File: src/rtl/herring_bus_master_if.sv
// Herring system bus bundle: command/response handshake toward the FPGA fabric
// plus the PHI2-timed address/data bus toward RAM, VIA and ACIA.
interface herring_bus_master_if;
    logic        cmd_valid;
    logic        cmd_ready;
    logic        cmd_rw;
    logic [15:0] cmd_addr;
    logic [7:0]  cmd_wdata;
    logic        rsp_valid;
    logic [7:0]  rsp_rdata;
    logic        phi2;
    logic [15:0] bus_addr;
    logic        bus_rw;
    logic [7:0]  bus_data_out;
    logic        bus_data_oe;
    logic [7:0]  bus_data_in;
    logic        busy;

    modport master (
        input  cmd_valid, cmd_rw, cmd_addr, cmd_wdata, bus_data_in,
        output cmd_ready, rsp_valid, rsp_rdata, phi2, bus_addr, bus_rw,
               bus_data_out, bus_data_oe, busy
    );

    modport slave (
        output cmd_valid, cmd_rw, cmd_addr, cmd_wdata, bus_data_in,
        input  cmd_ready, rsp_valid, rsp_rdata, phi2, bus_addr, bus_rw,
               bus_data_out, bus_data_oe, busy
    );
endinterface

File: src/rtl/herring_bus_master.sv
// 6502-style bus initiator: each accepted command becomes one PHI2 bus cycle,
// address/RW set up in the low phase, data driven or sampled in the high phase.
module herring_bus_master #(
    parameter int unsigned CLK_DIV = 50
) (
    input  logic                 i_clk_src,
    input  logic                 i_reset,
    herring_bus_master_if.master bus_if
);
    localparam int unsigned LOW_CYC  = CLK_DIV / 2;
    localparam int unsigned HIGH_CYC = CLK_DIV - LOW_CYC;
    localparam int unsigned CW       = $clog2(CLK_DIV);

    localparam logic [CW-1:0] LOW_LAST  = CW'(LOW_CYC - 1);
    localparam logic [CW-1:0] HIGH_LAST = CW'(HIGH_CYC - 1);
    localparam logic [CW-1:0] CNT_ZERO  = CW'(0);
    localparam logic [CW-1:0] CNT_ONE   = CW'(1);

    typedef enum logic [1:0] {
        ST_IDLE = 2'b00,
        ST_LOW  = 2'b01,
        ST_HIGH = 2'b10
    } state_t;

    state_t        r_state;
    logic [CW-1:0] r_cnt;
    logic          r_phi2;
    logic          r_oe;
    logic          r_busy;
    logic          r_ready;
    logic          r_rsp_valid;
    logic [7:0]    r_rdata;
    logic [15:0]   r_addr;
    logic          r_rw;
    logic [7:0]    r_wdata;

    state_t        w_state_nxt;
    logic [CW-1:0] w_cnt_nxt;
    logic          w_load;
    logic          w_sample;
    logic          w_rsp_nxt;

    // Next-state and phase counter; all bus outputs are registered from these.
    always_comb begin
        w_state_nxt = r_state;
        w_cnt_nxt   = r_cnt;
        w_load      = 1'b0;
        w_sample    = 1'b0;
        w_rsp_nxt   = 1'b0;
        case (r_state)
            ST_IDLE: begin
                if (bus_if.cmd_valid && r_ready) begin
                    w_state_nxt = ST_LOW;
                    w_cnt_nxt   = CNT_ZERO;
                    w_load      = 1'b1;
                end else begin
                    w_state_nxt = ST_IDLE;
                end
            end
            ST_LOW: begin
                if (r_cnt == LOW_LAST) begin
                    w_state_nxt = ST_HIGH;
                    w_cnt_nxt   = CNT_ZERO;
                end else begin
                    w_cnt_nxt   = r_cnt + CNT_ONE;
                end
            end
            ST_HIGH: begin
                if (r_cnt == HIGH_LAST) begin
                    w_state_nxt = ST_IDLE;
                    w_cnt_nxt   = CNT_ZERO;
                    w_rsp_nxt   = 1'b1;
                    w_sample    = r_rw;
                end else begin
                    w_cnt_nxt   = r_cnt + CNT_ONE;
                end
            end
            default: begin
                w_state_nxt = ST_IDLE;
                w_cnt_nxt   = CNT_ZERO;
            end
        endcase
    end

    // State, phase counter and registered bus outputs; reset aborts any cycle in flight.
    always_ff @(posedge i_clk_src or posedge i_reset) begin
        if (i_reset) begin
            r_state     <= ST_IDLE;
            r_cnt       <= CNT_ZERO;
            r_phi2      <= 1'b0;
            r_oe        <= 1'b0;
            r_busy      <= 1'b0;
            r_ready     <= 1'b1;
            r_rsp_valid <= 1'b0;
            r_rdata     <= 8'h00;
            r_addr      <= 16'h0000;
            r_rw        <= 1'b1;
            r_wdata     <= 8'h00;
        end else begin
            r_state     <= w_state_nxt;
            r_cnt       <= w_cnt_nxt;
            r_phi2      <= (w_state_nxt == ST_HIGH);
            // r_rw is already stable when HIGH is entered, so it gates oe directly.
            r_oe        <= (w_state_nxt == ST_HIGH) && !r_rw;
            r_busy      <= (w_state_nxt != ST_IDLE);
            r_ready     <= (w_state_nxt == ST_IDLE);
            r_rsp_valid <= w_rsp_nxt;
            if (w_load) begin
                r_addr  <= bus_if.cmd_addr;
                r_rw    <= bus_if.cmd_rw;
                r_wdata <= bus_if.cmd_wdata;
            end
            if (w_sample) begin
                r_rdata <= bus_if.bus_data_in;
            end
        end
    end

    assign bus_if.cmd_ready    = r_ready;
    assign bus_if.rsp_valid    = r_rsp_valid;
    assign bus_if.rsp_rdata    = r_rdata;
    assign bus_if.phi2         = r_phi2;
    assign bus_if.bus_addr     = r_addr;
    assign bus_if.bus_rw       = r_rw;
    assign bus_if.bus_data_out = r_wdata;
    assign bus_if.bus_data_oe  = r_oe;
    assign bus_if.busy         = r_busy;
endmodule

File: src/flat_wrapper.sv
// flat-port wrapper written by rule: the top's interface ports become plain ports
module herring_bus_master_flat 
#(
    parameter int unsigned CLK_DIV = 50
)
  (i_clk_src, i_reset, bus_if_cmd_valid, bus_if_cmd_rw, bus_if_cmd_addr, bus_if_cmd_wdata, bus_if_bus_data_in, bus_if_cmd_ready, bus_if_rsp_valid, bus_if_rsp_rdata, bus_if_phi2, bus_if_bus_addr, bus_if_bus_rw, bus_if_bus_data_out, bus_if_bus_data_oe, bus_if_busy);
  herring_bus_master_if bus_if_i ();
  input  logic i_clk_src;
  input  logic i_reset;
  input wire logic [$bits(bus_if_i.cmd_valid)-1:0] bus_if_cmd_valid;
  input wire logic [$bits(bus_if_i.cmd_rw)-1:0] bus_if_cmd_rw;
  input wire logic [$bits(bus_if_i.cmd_addr)-1:0] bus_if_cmd_addr;
  input wire logic [$bits(bus_if_i.cmd_wdata)-1:0] bus_if_cmd_wdata;
  input wire logic [$bits(bus_if_i.bus_data_in)-1:0] bus_if_bus_data_in;
  output wire logic [$bits(bus_if_i.cmd_ready)-1:0] bus_if_cmd_ready;
  output wire logic [$bits(bus_if_i.rsp_valid)-1:0] bus_if_rsp_valid;
  output wire logic [$bits(bus_if_i.rsp_rdata)-1:0] bus_if_rsp_rdata;
  output wire logic [$bits(bus_if_i.phi2)-1:0] bus_if_phi2;
  output wire logic [$bits(bus_if_i.bus_addr)-1:0] bus_if_bus_addr;
  output wire logic [$bits(bus_if_i.bus_rw)-1:0] bus_if_bus_rw;
  output wire logic [$bits(bus_if_i.bus_data_out)-1:0] bus_if_bus_data_out;
  output wire logic [$bits(bus_if_i.bus_data_oe)-1:0] bus_if_bus_data_oe;
  output wire logic [$bits(bus_if_i.busy)-1:0] bus_if_busy;
  assign bus_if_i.cmd_valid = bus_if_cmd_valid;
  assign bus_if_i.cmd_rw = bus_if_cmd_rw;
  assign bus_if_i.cmd_addr = bus_if_cmd_addr;
  assign bus_if_i.cmd_wdata = bus_if_cmd_wdata;
  assign bus_if_i.bus_data_in = bus_if_bus_data_in;
  assign bus_if_cmd_ready = bus_if_i.cmd_ready;
  assign bus_if_rsp_valid = bus_if_i.rsp_valid;
  assign bus_if_rsp_rdata = bus_if_i.rsp_rdata;
  assign bus_if_phi2 = bus_if_i.phi2;
  assign bus_if_bus_addr = bus_if_i.bus_addr;
  assign bus_if_bus_rw = bus_if_i.bus_rw;
  assign bus_if_bus_data_out = bus_if_i.bus_data_out;
  assign bus_if_bus_data_oe = bus_if_i.bus_data_oe;
  assign bus_if_busy = bus_if_i.busy;
  herring_bus_master #(.CLK_DIV(CLK_DIV)) u_core (.i_clk_src(i_clk_src), .i_reset(i_reset), .bus_if(bus_if_i));
endmodule
File: config.mk
export PLATFORM = sky130hd
export DESIGN_NAME = herring_bus_master_flat
export DESIGN_NICKNAME = d
export VERILOG_FILES = /design/src/rtl/herring_bus_master_if.sv /design/src/rtl/herring_bus_master.sv /design/src/flat_wrapper.sv
export SDC_FILE = /design/constraint.sdc
export NUM_CORES = 1
export LEC_CHECK = 0
export BUFFER_PORTS_ARGS = -buffer_cell sky130_fd_sc_hd__buf_2
export CORE_MARGIN = 1.5
export CORE_UTILIZATION = 40
export CTS_BUF_LIST = sky130_fd_sc_hd__clkbuf_16
export CTS_CLUSTER_DIAMETER = 40
export DETAILED_ROUTE_END_ITERATION = 10
export GPL_TIMING_DRIVEN = 0
export PLACE_DENSITY_LB_ADDON = 0.25
export SKIP_CTS_REPAIR_TIMING = 1
export SLEW_MARGIN = 20
export SYNTH_ARGS = -nofsm -noshare
export SYNTH_HDL_FRONTEND = slang
export SYNTH_SLANG_ARGS = --single-unit
File: constraint.sdc
create_clock -name i_clk_src -period 1.71 [get_ports i_clk_src]
set_clock_uncertainty 0.1 [all_clocks]
set_input_delay 0.4275 -clock i_clk_src [delete_from_list [all_inputs] [get_ports i_clk_src]]
set_output_delay 0.4275 -clock i_clk_src [all_outputs]
set_load 0.01 [all_outputs]
==> results of run 1 <==
==> state kept, by name (all words and copies together) (netlist names) <==
name / cells
u_core.bus_if.rsp_rdata: 8
u_core.bus_if.busy: 1
u_core.bus_if.bus_data_out: 8
u_core.bus_if.bus_addr: 16
u_core.r_state: 2
u_core.r_cnt: 6
u_core.bus_if.bus_data_oe: 1
u_core.bus_if.bus_rw: 1
u_core.bus_if.phi2: 1
u_core.bus_if.rsp_valid: 1
u_core.bus_if.cmd_ready: 1
==> report_power, final <==
group | switching (mW) | leakage [nW] | internal [mW]
Clock | 0.385 | 0.0864 | 0.679
Combinational | 0.0441 | 0.808 | 0.0506
Sequential | 0.00408 | 0.587 | 1.10
==> per-stage QoR <==
stage	hold slack [ns]	cell area, sq um	std cells	setup TNS (ns)
after floorplan	0.3924	1943	136	0
after global placement	0.3699	2376	263	-27.07
after detailed placement	0.3800	2404	264	-5.686
after CTS	0.1131	2566	272	-6.289
after global routing	0.1490	2718	281	-0.8857
final	0.09109	2718	281	-0.02795
==> per-layer routing <==
metal | track usage | wire length, um
met1 | 0.1752 | 1623
met2 | 0.2436 | 1915
met3 | 0.04696 | 238
met4 | 0.06918 | 89
met5 | 0 | 0
==> cell type report <==
type | count | area [sq um]
timing repair buffer | 83 | 460.4
clock inverter | 3 | 37.54
inverter | 7 | 26.28
clock buffer | 5 | 125.1
fill | 394 | 1974
sequential | 46 | 1155
multi-input combinational | 80 | 819.5
tap | 54 | 67.56
buffer | 3 | 26.28
==> how the worst max path moves through the flow <==
| stage | start | to | slack, ns | cells past startpoint |
|---|---|---|---|---|
| floorplan | u_core.r_state[1] | u_core.bus_if.bus_addr[10] | 0.02 | 5 |
| global placement | i_reset | u_core.r_cnt[3] | -0.50 | 2 |
| detailed placement | u_core.r_state[1] | u_core.bus_if.bus_addr[3] | -0.29 | 5 |
| CTS | u_core.r_state[1] | u_core.bus_if.bus_data_out[5] | -0.31 | 5 |
| global route | u_core.r_cnt[0] | u_core.bus_if.rsp_rdata[2] | -0.1 | 6 |
| finish | u_core.r_cnt[0] | u_core.bus_if.rsp_rdata[2] | -0.007 | 6 |
==> cell usage in the layout, fill, tap and decap left out, drive strengths merged <==
cell type	Yosys	final
or2	1	1
dfstp	2	2
nand2b	1	1
clkbuf	0	5
or3	2	2
nor3	2	2
o21a	1	1
o221a	1	1
a211o	1	1
o21bai	1	1
o21ai	5	5
nand3	4	4
inv	7	9
buf	3	86
bufinv	0	1
and2	1	1
nor4b	1	1
mux2	33	33
nor4	1	1
or4	1	1
dfrtp	44	44
a21boi	1	1
nor2	2	2
nor3b	1	1
nand4b	1	1
a21o	4	4
nand2	4	4
a21oi	5	5
ha	6	6
==> logic make-up after synthesis <==
group,after synthesis,share of synthesized area
fa+ha+maj,6,0.03863
compound gates,19,0.07019
flops,46,0.5937
buf+inv,10,0.02447
simple gates,22,0.08179
mux,33,0.1912
==> run metrics, run 1 <==
Num CTS Buffers=5; Critical Path AT=1.78 ns; Max IR drop VDD=0.4367 mV; Row Count=25; first-pass GRT wire length=5871 um; Slew Viols, Final=0; total track usage=0.1476; Max Buffers Root-to-Sink=2; family with the most delay on the worst path=simple AND/OR/NAND/NOR gates; EDFF count, synth=0; worst-margin pin slew=0.5611 ns; IO Count=74; leak pwr=1.481 nW; relative slew slack=0.6254; reg-to-reg slack, setup=-0.007 ns; Wirelength per Cell=13.76 um; R2R Path End=u_core.bus_if.rsp_rdata[2]; asr flop ratio synth=1.000; Pwr Total=2.261 mW; top cells by count, synth=44 x dfrtp_1, 29 x mux2_2, 7 x inv_1, 6 x ha_1, 5 x a21oi_1; drt first pass iters=4; Worst path max stage delay=0.41 ns; most frequent cell after synthesis=dfrtp_1; Die Wd=72.70 um; largest net degree at the start of global routing=26; Root Driver=clkbuf_16; Mean Syn Cell Area=14.29 sq um; starting DRC count in detailed routing=22; DR vias=1402; Startpoint Class=flip-flop; leading area contributor after synthesis=dfrtp_1; Unique masters post-synth=34; Final nets=268; latest clock arrival within the worst-skew pair=0.28 ns; P&R area growth vs syn=39.86%; share of cells above drive strength 1=0.6476; height of the die=72.70 um; RSZ-0062 raised after global routing=true; P per Cell Area=831.8 nW/um^2; Max Fanout on Critical Path=8; clk sinks=46; status=complete, but fails checks; cells after synthesis=136; Final WS setup=-0.007277 ns; Main synth FF type=dfrtp_1; antenna violations before repair=0; Synth Warn #=0; Remaining DRCs=0; vias per std cell=4.989; H-tree Lvls=2; Crit Path Category=reg2reg; vias in the first global route=1245; CP required=1.78 ns; Starting Density=0.4141; CP max-delay cell=dfrtp_1; worst r2r src=u_core.r_cnt[0]; post-layout min period=1.717 ns; top cell type's share of synthesized area=0.5666; full die area=5285 sq um; Hold Vio Cnt, Final=0; Max Freq=582.3 MHz; Core Util, Final=0.5792; Hold Crit Class=in2async; fin crit share=1.004; total gr overflow=0; Final ANT Viol Nets=0; gpl congestion=0.7013; Place WS=-0.2851 ns; Crit. End Element=flip-flop; worst path cell trace=inv_1 > ha_2 > nand4b_4 > nor2_4 > nand3_4 > mux2_4; HPWL after DPL=2737 um; MaxCap Viol Count=0; Buffers & Inverters on Critical Path=1; synth top area cells=dfrtp_1 57%, mux2_2 17%, ha_1 3.9%; syn_nets=178; violated checks=negative setup slack; Routed WL=3866 um; CTS tree=built; Final Setup Violations=5; Syn Std Cell Area=1943 sq um; diode count=0; core area=4692 sq um; post-synthesis sequential area ratio=0.5937; worst reg2reg path depth=6; Port Buffers=73; Yosys reg bits=46; Reg clk slew, reported paths=0.06 ns
(Power assumes the default switching activity.)
==> run 2, diff against run 1 <==
- clock period: 1.71 -> 1.67 ns (I/O delays scaled with it)
==> run 2 against run 1 <==
The run still ends with negative setup slack left. Final cell count stayed put. Sequential share of layout area is 0.059 points lower. Power is 2.3% higher. Non-clock buffer count stayed put. Utilization is 0.080 points higher. Fmax hardly changed. Sequential power hardly changed. First-iteration DRC count is 36% higher. Routed wire length is 0.16% lower. Worst hold slack worse by 0.0090 ns. Design area is 0.14% higher. Largest cell class unchanged. Largest power group unchanged. Highest routed layer unchanged.
==> run metrics, run 2 (synthesis gave the netlist of run 1 again) <==
Wirelength per Cell=13.74 um; P&R area growth vs syn=40.05%; Max Fanout on Critical Path=8; relative slew slack=0.6257; Final Setup Violations=11; CP max-delay cell=dfrtp_1; Hold Crit Class=in2async; core area=4692 sq um; Final ANT Viol Nets=0; Max Freq=582.8 MHz; share of cells above drive strength 1=0.6476; CP required=1.74 ns; latest clock arrival within the worst-skew pair=0.28 ns; height of the die=72.70 um; MaxCap Viol Count=0; Critical Path AT=1.78 ns; first-pass GRT wire length=5871 um; vias in the first global route=1245; worst reg2reg path depth=6; Crit Path Category=reg2reg; vias per std cell=5.007; most common cell after layout, fill and taps aside=buf_2; H-tree Lvls=2; antenna violations before repair=0; post-layout min period=1.716 ns; DR vias=1407; worst path cell trace=inv_1 > ha_2 > nand4b_4 > nor2_4 > nand3_4 > mux2_4; violated checks=negative setup slack; Max Buffers Root-to-Sink=2; total track usage=0.1476; Routed WL=3860 um; drt first pass iters=4; Remaining DRCs=0; starting DRC count in detailed routing=30; Reg clk slew, reported paths=0.06 ns; non-filler cells, final=281; largest net degree at the start of global routing=26; Hold Vio Cnt, Final=0; Startpoint Class=flip-flop; Placed Cells=264; fin crit share=1.027; Num CTS Buffers=5; max reg flops=16; IO Count=74; Worst path max stage delay=0.41 ns; setup TNS=-0.3280 ns; RSZ-0062 raised after global routing=true; Port Buffers=73; gpl congestion=0.7013; # fillers=398; CTS tree=built; worst-margin pin slew=0.5607 ns; Max IR drop VDD=0.4471 mV; total gr overflow=0; clk sinks=46; most frequent cells in the layout=73 x buf_2, 43 x dfrtp_1, 29 x mux2_2, 10 x buf_4, 7 x inv_1; Final WS setup=-0.04584 ns; Slew Viols, Final=0; P per Cell Area=849.5 nW/um^2; full die area=5285 sq um; status=complete, but fails checks; HPWL after DPL=2737 um; Final nets=268; Crit. End Element=flip-flop; Die Wd=72.70 um; leak pwr=1.483 nW; Row Count=25; Root Driver=clkbuf_16; diode count=0; Starting Density=0.4141
[run 2: cell types whose count changed in the layout (fill, tap and decap cells not counted)]
| cell | before | now |
|---|---|---|
| buf_6 | 1 | 2 |
| buf_4 | 11 | 10 |
[run 2: per-stage QoR]
| stage | power (mW) | util | setup WS, ns | hold slack (ns) | cell area [sq um] |
|---|---|---|---|---|---|
| 2_1_floorplan | 1.179 | - | -0.02407 | 0.3924 | 1943 |
| 3_3_place_gp | 1.233 | 0.5064 | -0.5280 | 0.3699 | 2376 |
| 3_5_place_dp | 1.243 | 0.5123 | -0.3251 | 0.3800 | 2404 |
| 4_1_cts | 2.347 | 0.5469 | -0.3460 | 0.1031 | 2566 |
| 5_1_grt | 2.408 | 0.5800 | -0.1285 | 0.1390 | 2721 |
| 6_report | 2.312 | 0.5800 | -0.04584 | 0.08213 | 2721 |
[run 2: routing by layer]
| layer | GRT usage | part of all wire | vias up |
|---|---|---|---|
| met5 | 0 | 0 | - |
| met4 | 0.06918 | 0.023 | 0 |
| met3 | 0.04696 | 0.062 | 9 |
| met2 | 0.2436 | 0.50 | 52 |
| met1 | 0.1752 | 0.41 | 685 |
| li1 | - | - | 661 |
[run 2: cell type report]
class	count	area, sq um	area share
plain buffers	3	30.03	0.01103
clock buffers	5	125.1	0.04598
clock inverters	3	37.54	0.01379
inverters	7	26.28	0.009655
multi-input cells	80	819.5	0.3011
flip-flops and latches	46	1155	0.4244
well taps	54	67.56	0.02483
repair buffers	83	460.4	0.1692
[run 2: path summary, 6_finish.rpt]
kind                                                  from                             to  slack [ns]
worst max-delay path                       u_core.r_cnt[0]     u_core.bus_if.rsp_rdata[2]       -0.05
worst min-delay path                               i_reset      u_core.bus_if.bus_addr[2]        0.08
worst max register to register             u_core.r_cnt[0]     u_core.bus_if.rsp_rdata[2]       -0.05
worst min register to register  u_core.bus_if.bus_addr[14]     u_core.bus_if.bus_addr[14]        0.40
max in group asynchronous                          i_reset        u_core.bus_if.cmd_ready        0.80
min in group i_clk_src                 bus_if_cmd_wdata[6]  u_core.bus_if.bus_data_out[6]        0.26
[run 2: power by group]
| group | internal (mW) | switching [mW] | total [mW] |
|---|---|---|---|
| combinational | 0.0518 | 0.0451 | 0.0969 |
| clock | 0.695 | 0.391 | 1.09 |
| sequential | 1.12 | 0.00418 | 1.13 |
| total | 1.87 | 0.441 | 2.31 |
[run 2: worst max-delay path: cells and delay by family (launching register included)]
kind,cells,cell delay [ns]
adder cells (fa/ha/maj),1,0.19
buffers and inverters,1,0.07
flip-flops,1,0.41
multiplexers,1,0.33
AND/OR/NAND/NOR,3,0.50
